### src/rtl/choose_display_sel_pkg.sv
// Shared game-wide types for the slot-machine datapath.
// Latency: n/a (types and constants only).
// Backpressure: n/a.
//   MONEY_W : bit width of money / balance values
//   money_t : raw money value; balance is two's complement, invested is unsigned
package game_pkg;
  localparam int MONEY_W = 11;
  typedef logic [MONEY_W-1:0] money_t;
endpackage

### src/rtl/choose_display_sel_if.sv
// Bundle between game-state logic and the 7-segment display select block.
// Latency: n/a (wires only).
// Backpressure: none; values are sampled every gameClk edge.
// master : drives button and game values, observes display outputs
// slave  : the display select block
interface choose_display_sel_if
  import game_pkg::*;
#(
  parameter int WIDTH = MONEY_W
);
  logic             status_btn;              // async push button, 1 = show balance
  logic [WIDTH-1:0] current_money_invested;  // unsigned bet this round
  logic [WIDTH-1:0] current_balance;         // signed player balance
  logic [WIDTH-1:0] number_to_display;       // selected raw value
  logic             display_sel;             // 1 = balance shown
  logic             display_neg;             // 1 = shown value negative
  logic [WIDTH-1:0] display_mag;             // magnitude of shown value

  modport master (
    output status_btn, current_money_invested, current_balance,
    input  number_to_display, display_sel, display_neg, display_mag
  );

  modport slave (
    input  status_btn, current_money_invested, current_balance,
    output number_to_display, display_sel, display_neg, display_mag
  );
endinterface

### src/rtl/choose_display_sel_sync.sv
// Flop-chain synchroniser for the asynchronous status button.
// Latency: SYNC_STAGES gameClk cycles from i_btn to o_btn_s.
// Backpressure: none.
//   i_clk, i_rst (sync, active-high) ; i_btn async in ; o_btn_s synchronised out
module btn_sync #(
  parameter int SYNC_STAGES = 2
) (
  input  logic i_clk,
  input  logic i_rst,
  input  logic i_btn,
  output logic o_btn_s
);
  logic [SYNC_STAGES-1:0] r_chain;

  always_ff @(posedge i_clk) begin
    if (i_rst) begin
      r_chain <= '0;
    end else begin
      r_chain[0] <= i_btn;
      for (int i = 1; i < SYNC_STAGES; i++) begin
        r_chain[i] <= r_chain[i-1];
      end
    end
  end

  assign o_btn_s = r_chain[SYNC_STAGES-1];
endmodule

### src/rtl/choose_display_sel.sv
// Picks balance (button held) or money invested for the 7-segment path, with sign/magnitude.
// Latency: 1 cycle from data inputs, SYNC_STAGES+1 cycles from status_btn.
// Backpressure: none; outputs update on every non-reset gameClk edge.
//   gameClk : game clock      rst : sync active-high reset
//   bus     : slave side of choose_display_sel_if (button, values in; display values out)
module choose_display_sel
  import game_pkg::*;
#(
  parameter int WIDTH       = MONEY_W,
  parameter int SYNC_STAGES = 2
) (
  input  logic                 gameClk,
  input  logic                 rst,
  choose_display_sel_if.slave  bus
);
  logic             w_btn_s;
  logic [WIDTH-1:0] w_sel_val;
  logic             w_neg;
  logic [WIDTH-1:0] w_mag;

  logic [WIDTH-1:0] r_number;
  logic             r_sel;
  logic             r_neg;
  logic [WIDTH-1:0] r_mag;

  btn_sync #(
    .SYNC_STAGES (SYNC_STAGES)
  ) u_btn_sync (
    .i_clk   (gameClk),
    .i_rst   (rst),
    .i_btn   (bus.status_btn),
    .o_btn_s (w_btn_s)
  );

  always_comb begin
    w_sel_val = w_btn_s ? bus.current_balance : bus.current_money_invested;
    // Invested is unsigned, so only a selected balance can be negative.
    w_neg     = w_btn_s & bus.current_balance[WIDTH-1];
    // The most negative balance negates to itself, whose unsigned reading
    // is exactly the wanted magnitude 2^(WIDTH-1).
    w_mag     = w_neg ? ('0 - w_sel_val) : w_sel_val;
  end

  always_ff @(posedge gameClk) begin
    if (rst) begin
      r_number <= '0;
      r_sel    <= 1'b0;
      r_neg    <= 1'b0;
      r_mag    <= '0;
    end else begin
      r_number <= w_sel_val;
      r_sel    <= w_btn_s;
      r_neg    <= w_neg;
      r_mag    <= w_mag;
    end
  end

  assign bus.number_to_display = r_number;
  assign bus.display_sel       = r_sel;
  assign bus.display_neg       = r_neg;
  assign bus.display_mag       = r_mag;
endmodule

### src/flat_wrapper.sv
// flat-port wrapper written by rule: the top's interface ports become plain ports
module choose_display_sel_flat import game_pkg::*;
#(
  parameter int WIDTH       = MONEY_W,
  parameter int SYNC_STAGES = 2
)
  (gameClk, rst, bus_status_btn, bus_current_money_invested, bus_current_balance, bus_number_to_display, bus_display_sel, bus_display_neg, bus_display_mag);
  choose_display_sel_if #(.WIDTH(WIDTH)) bus_i ();
  input  logic gameClk;
  input  logic rst;
  input wire logic [$bits(bus_i.status_btn)-1:0] bus_status_btn;
  input wire logic [$bits(bus_i.current_money_invested)-1:0] bus_current_money_invested;
  input wire logic [$bits(bus_i.current_balance)-1:0] bus_current_balance;
  output wire logic [$bits(bus_i.number_to_display)-1:0] bus_number_to_display;
  output wire logic [$bits(bus_i.display_sel)-1:0] bus_display_sel;
  output wire logic [$bits(bus_i.display_neg)-1:0] bus_display_neg;
  output wire logic [$bits(bus_i.display_mag)-1:0] bus_display_mag;
  assign bus_i.status_btn = bus_status_btn;
  assign bus_i.current_money_invested = bus_current_money_invested;
  assign bus_i.current_balance = bus_current_balance;
  assign bus_number_to_display = bus_i.number_to_display;
  assign bus_display_sel = bus_i.display_sel;
  assign bus_display_neg = bus_i.display_neg;
  assign bus_display_mag = bus_i.display_mag;
  choose_display_sel #(.WIDTH(WIDTH), .SYNC_STAGES(SYNC_STAGES)) u_core (.gameClk(gameClk), .rst(rst), .bus(bus_i));
endmodule
### config.mk
export PLATFORM = sky130hd
export DESIGN_NAME = choose_display_sel_flat
export DESIGN_NICKNAME = d
export VERILOG_FILES = /design/src/rtl/choose_display_sel_pkg.sv /design/src/rtl/choose_display_sel_if.sv /design/src/rtl/choose_display_sel_sync.sv /design/src/rtl/choose_display_sel.sv /design/src/flat_wrapper.sv
export SDC_FILE = /design/constraint.sdc
export NUM_CORES = 1
export LEC_CHECK = 0
export BUFFER_PORTS_ARGS = -buffer_cell sky130_fd_sc_hd__buf_2
export CAP_MARGIN = 20
export CORE_ASPECT_RATIO = 1.75
export CORE_MARGIN = 10
export CORE_UTILIZATION = 45
export DETAILED_ROUTE_END_ITERATION = 8
export GPL_TIMING_DRIVEN = 0
export PLACE_DENSITY = 0.77
export SLEW_MARGIN = 20
export SYNTH_ARGS = -nofsm -noshare
export SYNTH_HDL_FRONTEND = slang
export SYNTH_SLANG_ARGS = --single-unit
### constraint.sdc
create_clock -name gameClk -period 3.67 [get_ports gameClk]
set_input_delay 0.367 -clock gameClk [delete_from_list [all_inputs] [get_ports gameClk]]
set_output_delay 0.367 -clock gameClk [all_outputs]
set_load 0.01 [all_outputs]
==> flow_summary.yaml, run 1 <==
outcome:
  outcome: "finished clean"
setup_path:
  cp_slowest_cell: "or4_1"
  crit_arrival_ns: 2.38
  critical-path-top-delay-family: "buffers and inverters"
  end_kind: "register"
  crit_top_cell: "buf_6"
  slowest_delay_ns: 0.41
  critPathMaxFanout: 10
  path_class: "reg2reg"
  crit_buf_inv: 3
  critPathLaunchType: "register"
  critPathRequiredTime_ns: 3.87
  cp_cell_sequence: "buf_6 -> buf_6 -> buf_2 -> mux2i_1 -> ha_1 -> nand2_1 -> or4_1 -> o21ai_1"
timing:
  fmax_ghz: 0.458
  fin_hold_ws_ns: 0.311
  setup_viol: 0
  finalSetupTns_ns: 0
  relSlewSlack_pct: 57.1
  timing.final.crit_share_pct: 59.5
  worstMarginPinSlew_ns: 0.634
  final.setup_skew_ns: 0.00118
  slew_violations: 0
  period_needed_ns: 2.18
  hold_viol_final: 0
  rsz0062_at_grt: "no"
clocking:
  cts_setup_buffers: 0
  root_buffer: "clkbuf_8"
  holdBufCountCts: 0
  cts_buffer_depth: 2
  tritoncts: "done"
  cts_resized: 0
  h-tree-depth: 1
  cts_buffers: 3
  cts_sinks: 25
  clk_pin_slew_worst_paths_ns: 0.08
  insertion_delay_ns: 0.26
global_routing:
  grt_max_degree: 14
  track_usage_pct: 11.3
  gr-total-overflow: 0
  grt_pass1_wl_um: 4470
  antenna_found_initial: 0
  grt_pass1_vias: 1021
yosys:
  yosys_warnings: 0
  synth_xor_area_share_pct: 4.07
  synthFlopType: "dfxtp_1"
  synth_mux_area_share_pct: 8.50
  synth_cells: 111
  synth_compound_area_share_pct: 10.5
  synth_top_family_by_area: "simple AND/OR/NAND/NOR gates"
  synth_fa_ha_area_share_pct: 1.16
  ys_types: 38
  synth_nets: 137
  avgSynthCellArea_um2: 9.68
  synth_edf_count: 0
  ys_seq_area_share_pct: 46.6
  async_reset_ff_share_pct: 0
  synth_seq_cells: 25
  synth-simple-area-share_pct: 23.5
  netlist_area_um2: 1070
floorplanning:
  ioPinCount: 49
  initial_core_util_pct: 46.7
  die-area_um2: 4820
  rows: 23
  coreArea_um2: 2300
  dieWidth_um: 56.9
  dieHeight_um: 84.7
power:
  ir_drop_uv: 205
  p_leak_nw: 0.638
  power.density_nw_per_um2: 393
drt:
  routed_wl_um: 2750
  postRouteAntennaNets: 0
  drtIter0Drc: 20
  vias: 976
  routedWlPerCell_um: 14.7
  drc_errors: 0
  post_drt_via_cell_ratio: 5.22
  first_pass_iters: 4
finish:
  num_antenna_cells: 0
  mostFrequentLayoutCell: "buf_2"
  finish.net_count: 189
  drive_gt1_share_pct: 36.4
  n_fill_cell: 229
  post-route-util_pct: 60.2
  seqCellArea_um2: 500
  multi_input_area_um2: 513
  area_growth_pct: 29.0
  layout_common_cells: "buf_2 (48), dfxtp_1 (25), nor2_1 (17)"
placed_design:
  gp_congestion: 0.833
  dp_hpwl_um: 2320
  io_buffers: 47
run:
  cap_violations: 0
min_path:
  min-delay-path-class: "in2reg"
==> cell usage after synthesis, types with 2 or more instances <==
master	n	area (µm²)
inv_1	4	15.0
dfxtp_1	25	500
nor2_1	17	63.8
a21oi_1	2	10.0
nor4_2	2	25.0
a31oi_1	2	12.5
nor2b_1	4	25.0
a211oi_1	2	15.0
or3_1	2	12.5
clkbuf_1	3	11.3
nand2b_1	2	12.5
xor2_1	2	17.5
mux2i_1	8	80.1
xnor2_1	3	26.3
nor3b_1	2	15.0
o311ai_1	2	17.5
nor3_1	4	20.0
buf_6	2	22.5
nand2_1	4	15.0
==> flip-flops by register name, summed over array words and instances (netlist names) <==
register,cells
u_core.bus.display_neg,1
u_core.u_btn_sync.r_chain,2
u_core.bus.display_mag,11
u_core.bus.number_to_display,10
u_core.bus.display_sel,1
==> where the power goes <==
part	leakage (nW)	switching, W	internal [W]
registers	0.208	0.00000339	0.000288
clock network	0.0228	0.0000804	0.0000775
logic	0.407	0.0000529	0.0000421
total	0.638	0.000137	0.000408
==> worst reg2reg max path, cell delays in order (launching register included) <==
cell and delay (ns):
dfxtp_1 0.33, buf_6 0.14, buf_6 0.16, buf_2 0.25
mux2i_1 0.35, ha_1 0.29, nand2_1 0.12, or4_1 0.41
o21ai_1 0.08
==> stage by stage <==
step                total power (W)  cells  setup WS, ns  cell area (µm²)
floorplan                  0.000350    111          1.81             1070
global placement           0.000392    183          1.56             1340
detailed placement         0.000394    183          1.50             1340
CTS                        0.000547    187          1.47             1390
global route               0.000569    187          1.34             1390
finish                     0.000544    187          1.49             1390
==> metal layers <==
layer,vias up,share of wire (%),global-route usage (%)
li1,488,-,-
met4,0,2.1,4.51
met1,446,35,9.58
met3,7,7.2,4.07
met2,35,55,22.2
met5,-,0,0
==> kinds of logic (layout without fill, tap and decap cells) <==
group / after synthesis / count (layout)
compound gates: 16 / 16
xor+xnor: 5 / 5
fa+ha+maj: 1 / 1
buf+inv: 11 / 62
flops: 25 / 25
mux: 9 / 9
simple gates: 44 / 44
==> path summary, 6_finish.rpt <==
kind                                 from  cells past startpoint                            to  slack [ns]
min                        bus_status_btn                      2  u_core.u_btn_sync.r_chain[0]        0.31
max reg2reg  u_core.u_btn_sync.r_chain[1]                      8    u_core.bus.display_mag[10]        1.49
max          u_core.u_btn_sync.r_chain[1]                      8    u_core.bus.display_mag[10]        1.49
min reg2reg  u_core.u_btn_sync.r_chain[0]                      1  u_core.u_btn_sync.r_chain[1]        0.44
==> final cells by class <==
cell class / instances / share of cell area (%)
clock buffers: 4 / 3.25
multi-input cells: 75 / 37.0
plain buffers: 7 / 3.34
inverters: 4 / 1.08
well taps: 25 / 2.26
flip-flops and latches: 25 / 36.1
repair buffers: 47 / 17.0
Power figures use the tool's default switching activity.
==> run 2, diff against run 1 <==
- clock period: 3.67 -> 2.3 ns (I/O delays scaled with it)
==> run 2 against run 1 <==
- clock power is 58% higher
- via count is 0.72% lower
- register-to-register slack worse by 1.3 ns
- die area stayed put
- clock-buffer cell count stayed put
- setup slack worse by 1.3 ns
- global-route usage stayed put
- critical path type unchanged
- non-clock buffer count stayed put
- first-iteration DRC count is 90% higher
- final cell count stayed put
- largest cell class unchanged
==> flow_summary.yaml, run 2 (synthesis results as in run 1) <==
setup_path:
  crit_top_cell: "buf_6"
  cp_slowest_cell: "or4_1"
  critPathMaxFanout: 10
  path_class: "reg2reg"
  cp_cell_sequence: "buf_6 -> buf_6 -> buf_2 -> mux2i_2 -> ha_1 -> nand2_1 -> or4_1 -> o21ai_1"
  end_kind: "register"
  slowest_delay_ns: 0.41
  critPathLaunchType: "register"
  crit_buf_inv: 3
  critPathRequiredTime_ns: 2.50
  crit_arrival_ns: 2.35
  critical-path-top-delay-family: "buffers and inverters"
global_routing:
  antenna_found_initial: 0
  grt_max_degree: 14
  grt_pass1_wl_um: 4470
  gr-total-overflow: 0
  track_usage_pct: 11.3
  grt_pass1_vias: 1021
drt:
  drtIter0Drc: 38
  drc_errors: 0
  routedWlPerCell_um: 14.9
  first_pass_iters: 4
  postRouteAntennaNets: 0
  routed_wl_um: 2790
  post_drt_via_cell_ratio: 5.18
  vias: 969
floorplanning:
  rows: 23
  dieHeight_um: 84.7
  die-area_um2: 4820
  dieWidth_um: 56.9
  initial_core_util_pct: 46.7
  coreArea_um2: 2300
  ioPinCount: 49
finish:
  drive_gt1_share_pct: 37.0
  finish.net_count: 189
  layout_common_cells: "buf_2 (48), dfxtp_1 (25), nor2_1 (17)"
  area_growth_pct: 29.3
  fin_cells: 187
  num_antenna_cells: 0
  post-route-cell-area_um2: 1390
  largest_reg_flops: 11
  n_fill_cell: 227
  mostFrequentLayoutCell: "buf_2"
clocking:
  cts_sinks: 25
  cts_buffer_depth: 2
  tritoncts: "done"
  cts_setup_buffers: 0
  insertion_delay_ns: 0.26
  clk_pin_slew_worst_paths_ns: 0.08
  h-tree-depth: 1
  root_buffer: "clkbuf_8"
  cts_buffers: 3
min_path:
  min-delay-path-class: "in2reg"
timing:
  timing.final.crit_share_pct: 93.5
  slew_violations: 0
  relSlewSlack_pct: 60.4
  hold_viol_final: 0
  fmax_ghz: 0.465
  rsz0062_at_grt: "no"
  setup_viol: 0
  final.setup_skew_ns: 0.00149
  period_needed_ns: 2.15
  finalSetupTns_ns: 0
  worstMarginPinSlew_ns: 0.585
power:
  finalPower_w: 0.000867
  power.density_nw_per_um2: 624
  p_leak_nw: 0.639
  ir_drop_uv: 318
outcome:
  outcome: "finished clean"
placed_design:
  io_buffers: 47
  gp_congestion: 0.833
  dp_hpwl_um: 2320
  placed_cells: 183
  dpl_cell_area_um2: 1340
run:
  cap_violations: 0
run 2: final cells by class:
cell class | instances | area [µm²] | share of cell area (%)
plain buffers | 7 | 46.3 | 3.33
multi-input cells | 75 | 517 | 37.2
repair buffers | 47 | 235 | 16.9
well taps | 25 | 31.3 | 2.25
flip-flops and latches | 25 | 500 | 36.0
inverters | 4 | 15.0 | 1.08
clock buffers | 4 | 45.0 | 3.24
run 2: worst reg2reg max path, cell delays in order (launching register included):
cell     delay, ns
dfxtp_1       0.33
buf_6         0.14
buf_6         0.16
buf_2         0.26
mux2i_2       0.31
ha_1          0.28
nand2_1       0.12
or4_1         0.41
o21ai_1       0.08
run 2: routing by layer:
layer | GRT usage, % | up-vias | part of all wire, %
met5 | 0 | - | 0
li1 | - | 489 | -
met4 | 4.51 | 0 | 1.6
met1 | 9.58 | 446 | 36
met2 | 22.2 | 30 | 56
met3 | 4.07 | 4 | 6.9
run 2: power breakdown:
group | internal [W] | switching (W) | leakage (nW)
sequential | 0.000460 | 0.00000543 | 0.208
clock | 0.000123 | 0.000126 | 0.0228
combinational | 0.0000679 | 0.0000852 | 0.408
run 2: path summary, 6_finish.rpt:
check	start	endpoint	slack [ns]	cells past startpoint
worst min register to register	u_core.u_btn_sync.r_chain[0]	u_core.u_btn_sync.r_chain[1]	0.44	1
worst max-delay path	u_core.u_btn_sync.r_chain[1]	u_core.bus.display_mag[10]	0.15	8
worst min-delay path	bus_status_btn	u_core.u_btn_sync.r_chain[0]	0.18	2
worst max register to register	u_core.u_btn_sync.r_chain[1]	u_core.bus.display_mag[10]	0.15	8
run 2: through the flow:
stage	hold slack [ns]	utilization, %	setup slack (ns)
after detailed placement	0.430	58.3	0.128
after global placement	0.422	58.3	0.195
after global routing	0.202	60.4	0.0309
after CTS	0.179	60.2	0.100
after floorplan	0.358	-	0.440
final	0.180	60.4	0.150
run 2: timing repair:
item	in CTS	in global routing
resized for setup	0	1
endpoints found under the setup margin	0	1
hold buffers	0	0
